===== config.mk =====
export PLATFORM = sky130hd
export DESIGN_NAME = ser_word_rx
export DESIGN_NICKNAME = d
export VERILOG_FILES = /design/src/rtl/ser_word_rx.sv
export SDC_FILE = /design/constraint.sdc
export NUM_CORES = 1
export LEC_CHECK = 0
export CAP_MARGIN = 5
export CORE_ASPECT_RATIO = 0.8
export CORE_MARGIN = 2
export CORE_UTILIZATION = 50
export DETAILED_ROUTE_END_ITERATION = 10
export PLACE_DENSITY = 0.85
export SETUP_SLACK_MARGIN = 0.5
export SLEW_MARGIN = 20
export SYNTH_ARGS = -nofsm -noshare
export SYNTH_HDL_FRONTEND = slang
export SYNTH_SLANG_ARGS = --single-unit

===== constraint.sdc =====
create_clock -name CLK -period 1.8 [get_ports CLK]
set_input_delay 0.36 -clock CLK [delete_from_list [all_inputs] [get_ports CLK]]
set_output_delay 0.36 -clock CLK [all_outputs]
set_load 0.02 [all_outputs]

===== src/rtl/ser_word_rx.sv =====
// ============================================================================
// Module   : ser_word_rx
// Brief    : Serial-to-parallel word receiver, MSB first. Assembles WIDTH-bit
//            words from SEN-qualified serial bits started by SYNC, presents
//            them in a holding register with a DV/RD handshake, and reports
//            framing (ERR), overrun (OVR) and parity (PERR) faults on sticky
//            flags.
// Options  : define SER_WORD_RX_PARITY_EN to expect one even-parity bit after
//            each word (adds the PAR state and activates PERR).
// Revision : 1.0 - initial release
// ============================================================================
`default_nettype none

module ser_word_rx #(
    parameter int WIDTH = 8
) (
    input  logic             CLK,
    input  logic             Clr,
    input  logic             SIN,
    input  logic             SEN,
    input  logic             SYNC,
    input  logic             RD,
    output logic [WIDTH-1:0] D,
    output logic             DV,
    output logic             BUSY,
    output logic             ERR,
    output logic             OVR,
    output logic             PERR
);

    localparam int CNT_W = $clog2(WIDTH + 1);

    typedef enum logic [1:0] {
        S_IDLE  = 2'd0,
`ifdef SER_WORD_RX_PARITY_EN
        S_PAR   = 2'd2,
`endif
        S_SHIFT = 2'd1
    } state_t;

    state_t             state_q;
    logic [WIDTH-1:0]   shr_q;
    logic [CNT_W-1:0]   cnt_q;
    logic               busy_q;
    logic               err_q;
    logic [WIDTH-1:0]   d_q;
    logic               dv_q;
    logic               ovr_q;

    // Shift register contents after taking the current serial bit
    logic [WIDTH-1:0]   shr_d;
    // The bit now being sampled is the last data bit of the word
    logic               last_bit;
    // A word finishes on this edge, with its assembled value
    logic               done_d;
    logic [WIDTH-1:0]   word_d;
`ifdef SER_WORD_RX_PARITY_EN
    logic               perr_q;
    logic               par_bad;
`endif

    assign shr_d    = {shr_q[WIDTH-2:0], SIN};
    assign last_bit = (cnt_q == CNT_W'(WIDTH - 1));

    // Detect word completion and pick the word value that completes
    always_comb begin
        done_d = 1'b0;
        word_d = shr_d;
`ifdef SER_WORD_RX_PARITY_EN
        par_bad = 1'b0;
`endif
        case (state_q)
`ifdef SER_WORD_RX_PARITY_EN
            S_PAR: begin
                // Data is already complete in shr; SIN is the parity bit
                if (SEN && !SYNC) begin
                    done_d  = 1'b1;
                    word_d  = shr_q;
                    par_bad = (SIN != (^shr_q));
                end
            end
`else
            S_SHIFT: begin
                if (SEN && !SYNC && last_bit) begin
                    done_d = 1'b1;
                end
            end
`endif
            default: begin
                done_d = 1'b0;
            end
        endcase
    end

    // Word assembly state machine: sync detection, shifting, framing errors
    always_ff @(posedge CLK or negedge Clr) begin
        if (!Clr) begin
            state_q <= S_IDLE;
            shr_q   <= '0;
            cnt_q   <= '0;
            busy_q  <= 1'b0;
            err_q   <= 1'b0;
        end else if (SEN) begin
            if (SYNC) begin
                // A SYNC while a word is in progress abandons it
                if (state_q != S_IDLE) begin
                    err_q <= 1'b1;
                end
                shr_q   <= shr_d;
                cnt_q   <= CNT_W'(1);
                state_q <= S_SHIFT;
                busy_q  <= 1'b1;
            end else begin
                case (state_q)
                    S_SHIFT: begin
                        shr_q <= shr_d;
                        cnt_q <= cnt_q + CNT_W'(1);
                        if (last_bit) begin
`ifdef SER_WORD_RX_PARITY_EN
                            state_q <= S_PAR;
`else
                            state_q <= S_IDLE;
                            busy_q  <= 1'b0;
                            cnt_q   <= '0;
`endif
                        end
                    end
`ifdef SER_WORD_RX_PARITY_EN
                    S_PAR: begin
                        state_q <= S_IDLE;
                        busy_q  <= 1'b0;
                        cnt_q   <= '0;
                    end
`endif
                    default: begin
                        // Bits without a preceding SYNC are not part of a word
                        state_q <= S_IDLE;
                    end
                endcase
            end
        end
    end

    // Holding register handshake and overrun tracking
    always_ff @(posedge CLK or negedge Clr) begin
        if (!Clr) begin
            d_q   <= '0;
            dv_q  <= 1'b0;
            ovr_q <= 1'b0;
        end else if (done_d) begin
            // A same-cycle RD frees the holding register for the new word
            if (!dv_q || RD) begin
                d_q  <= word_d;
                dv_q <= 1'b1;
            end else begin
                ovr_q <= 1'b1;
            end
        end else if (RD && dv_q) begin
            dv_q <= 1'b0;
        end
    end

`ifdef SER_WORD_RX_PARITY_EN
    // Sticky parity error, raised when a received parity bit disagrees
    always_ff @(posedge CLK or negedge Clr) begin
        if (!Clr) begin
            perr_q <= 1'b0;
        end else if (done_d && par_bad) begin
            perr_q <= 1'b1;
        end
    end

    assign PERR = perr_q;
`else
    assign PERR = 1'b0;
`endif

    assign D    = d_q;
    assign DV   = dv_q;
    assign BUSY = busy_q;
    assign ERR  = err_q;
    assign OVR  = ovr_q;

endmodule

`default_nettype wire


==> run_results.csv <==
group,metric,value,unit
setup_path,r2r_start,"cnt_q[1]$_DFFE_PN0P_",
cts,root_buffer,"clkbuf_4",
setup_path,cp-startpoint,"cnt_q[1]$_DFFE_PN0P_",
cts,h-tree-depth,1,
global_route,grtUsageTotal,19.64,%
timing,period_needed,1.525,ns
die,die_area,2419,sq um
timing,rsz0062_at_grt,"true",
timing,timing.final.crit_share,84.71,%
power_and_ir_drop,p_int,0.001109,W
place,port_buffers,17,
synth,yosysWarnings,0,
die,design.core.area,1909,sq um
die,die_w,54.49,microns
cts,clk_pin_slew_worst_paths,0.12,ns
cells_and_area,syn2layout_area_growth,34.97,%
drt,wl,2.061,mm
synth,syn_avg_cell_area,13.42,sq um
cells_and_area,final_cell_mix,"dfrtp_1 (23), buf_2 (11), buf_4 (11)",
place,dpl.hpwl,1.257,mm
status,status,"finished, final reports clean",
min_path,min_path_type,"primary input to asynchronous set/reset pin",
setup_path,cp.arrival,1.73,ns
setup_path,required,2.00,ns
drt,ant_nets,0,
synth,synth-edff-count,0,
synth,synth-seq-area-share,58.90,%
synth,synth_seq_cells,24,
cells_and_area,fin_nets,115,
place,dp_worst_setup_slack,-0.1432,ns
cts,clockBufferDepth,2,
cells_and_area,finalNonFillerCells,130,
cells_and_area,drive_gt1_share,52.83,%
setup_path,start_kind,"flop",
drt,highest-signal-layer,"met4",
setup_path,cp-end-kind,"flop",
setup_path,critPathMaxFanout,8,
die,die_h,44.39,microns
synth,synth_area,1020,sq um
synth,synth_ff_type,"dfrtp_1",
die,start_util,53.41,%
job,cap_violations,0,
drt,met1_length,947,microns
power_and_ir_drop,p_comb_share,37.7,%
timing,worst_slack,0.2752,ns
die,io_pins,19,
global_route,grt_start_max_net_pins,25,
global_route,grt_pass1_vias,658,
power_and_ir_drop,p_leak,0.6474,nW
timing,slew_viol_final,0,
synth,synth_nets,83,
drt,drt_iter0_markers,10,
drt,routed_via_density,5.562,
setup_path,r2r_cells,5,
drt,drtPass1Iterations,4,
timing,max_freq,655.8,MHz
setup_path,worstSetupEndpoint,"D[1]$_DFFE_PN0P_",
power_and_ir_drop,p_sw,0.0005660,W
place,dp.cells,121,
cells_and_area,antenna_cells,0,
timing,clock_skew,0.004953,ns
cts,cts_tree,"yes",
setup_path,reg2reg_to,"D[1]$_DFFE_PN0P_",
drt,wl_met2,1.027,mm
drt,wire_per_inst,15.85,microns
die,rows,14,
global_route,grt_antenna_before_repair,0,
synth,yosysUniqueCellTypes,28,
global_route,grt_pass1_wl,3.325,mm
setup_path,path_class,"flop to flop",
power_and_ir_drop,p_seq_share,49.1,%
cts,cts.sinks,24,
synth,async_reset_ff_share,100.0,%
power_and_ir_drop,irDropWorstVdd,0.8178,mV
power_and_ir_drop,power.clock.fraction,13.2,%
power_and_ir_drop,p_per_area,1217,nW/um^2
global_route,grt_overflow,0,
setup_path,r2r_slack,0.28,ns
cells_and_area,nFillCells,131,
cts,clock_latency,0.31,ns
synth,synthCells,76,
power_and_ir_drop,switching_share,33.80,%
cts,holdBufCountCts,0,
cts,cts_buffers,3,
place,place_congestion,0.7825,
drt,drc_errors,0,
timing,hold_violations,0,
timing,finalSetupViolCount,0,
drt,wl_met3,74,microns
drt,vias,723,
cells_and_area,mostFrequentLayoutCell,"dfrtp_1",
-- synthesized netlist by cell type, types with 2 or more instances --
library cell | n | area share (%)
nand3_1 | 2 | 0.98
mux2_2 | 15 | 17
nand2_1 | 3 | 1.1
dfrtp_1 | 24 | 59
nand2b_1 | 3 | 1.8
o41ai_1 | 2 | 1.7
inv_1 | 4 | 1.5
a22o_1 | 2 | 1.7
buf_2 | 2 | 0.98
-- worst min-delay path by stage --
stage	depth (start not counted)	slack, ns	endpoint	start
after floorplan	0	0.06	BUSY$_DFFE_PN0P_	Clr
after global placement	2	0.45	OVR$_DFFE_PN0P_	OVR$_DFFE_PN0P_
after detailed placement	1	0.46	ERR$_DFFE_PN0P_	ERR$_DFFE_PN0P_
after CTS	2	0.39	cnt_q[3]$_DFFE_PN0P_	Clr
after global routing	2	0.43	shr_q[3]$_DFFE_PN0P_	Clr
final	2	0.39	BUSY$_DFFE_PN0P_	Clr
-- state kept, by name, indices dropped and copies added (netlist names) --
name / flops
D: 8
state_q: 1
BUSY: 1
cnt_q: 4
shr_q: 7
OVR: 1
DV: 1
ERR: 1
-- power by group through the flow --
stage,registers (W),logic [W],clock network [W]
2_1_floorplan,0.000851,0.000253,0
3_3_place_gp,0.000802,0.000500,0
3_5_place_dp,0.000809,0.000524,0
4_1_cts,0.000804,0.000562,0.000234
5_1_grt,0.000840,0.000682,0.000252
6_report,0.000822,0.000631,0.000221
-- through the flow --
stage,util [%],hold slack (ns),setup TNS (ns),power (W),instance area [sq um]
2_1_floorplan,-,0.06441,0,0.001104,1032
3_3_place_gp,66.58,0.4498,-0.6655,0.001302,1271
3_5_place_dp,66.58,0.4573,-1.073,0.001333,1271
4_1_cts,69.40,0.3912,0,0.001600,1325
5_1_grt,72.08,0.4276,0,0.001774,1376
6_report,72.08,0.3892,0,0.001675,1376
-- metal layers --
| metal | global-route usage [%] | vias to the layer above |
|---|---|---|
| li1 | - | 341 |
| met1 | 29.64 | 363 |
| met2 | 30.12 | 17 |
| met3 | 4.054 | 2 |
| met4 | 3.000 | 0 |
| met5 | 0 | - |
-- worst max-delay path: stages (launching register included) --
cell and delay (ns):
dfrtp_1 0.43, ha_4 0.17, nand2_4 0.05, nor4b_4 0.26
buf_6 0.19, mux2_4 0.31
-- kinds of logic after synthesis --
logic type | count (synthesis) | synth area share [%]
AND/OR/NAND/NOR | 14 | 9.816
multiplexers | 15 | 16.56
AO/OA/AOI/OAI | 13 | 9.571
adder cells (fa/ha/maj) | 1 | 1.227
other | 1 | 0.3677
buffers and inverters | 8 | 3.558
flip-flops | 24 | 58.90
-- cell type report --
cell class              count  area [sq um]  area share [%]
multi-input cells          44         483.0           35.09
flip-flops and latches     24         601.8           43.73
repair buffers             31         224.0           16.27
clock buffers               3         22.52           1.636
well taps                  24         30.03           2.182
inverters                   4         15.01           1.091
-- repair_timing --
item                                    CTS  global route
pin swaps                                 2             6
gates resized for setup                  59            11
setup buffers                             5             1
endpoints found under the setup margin   27            22
Power figures use the tool's default switching activity.
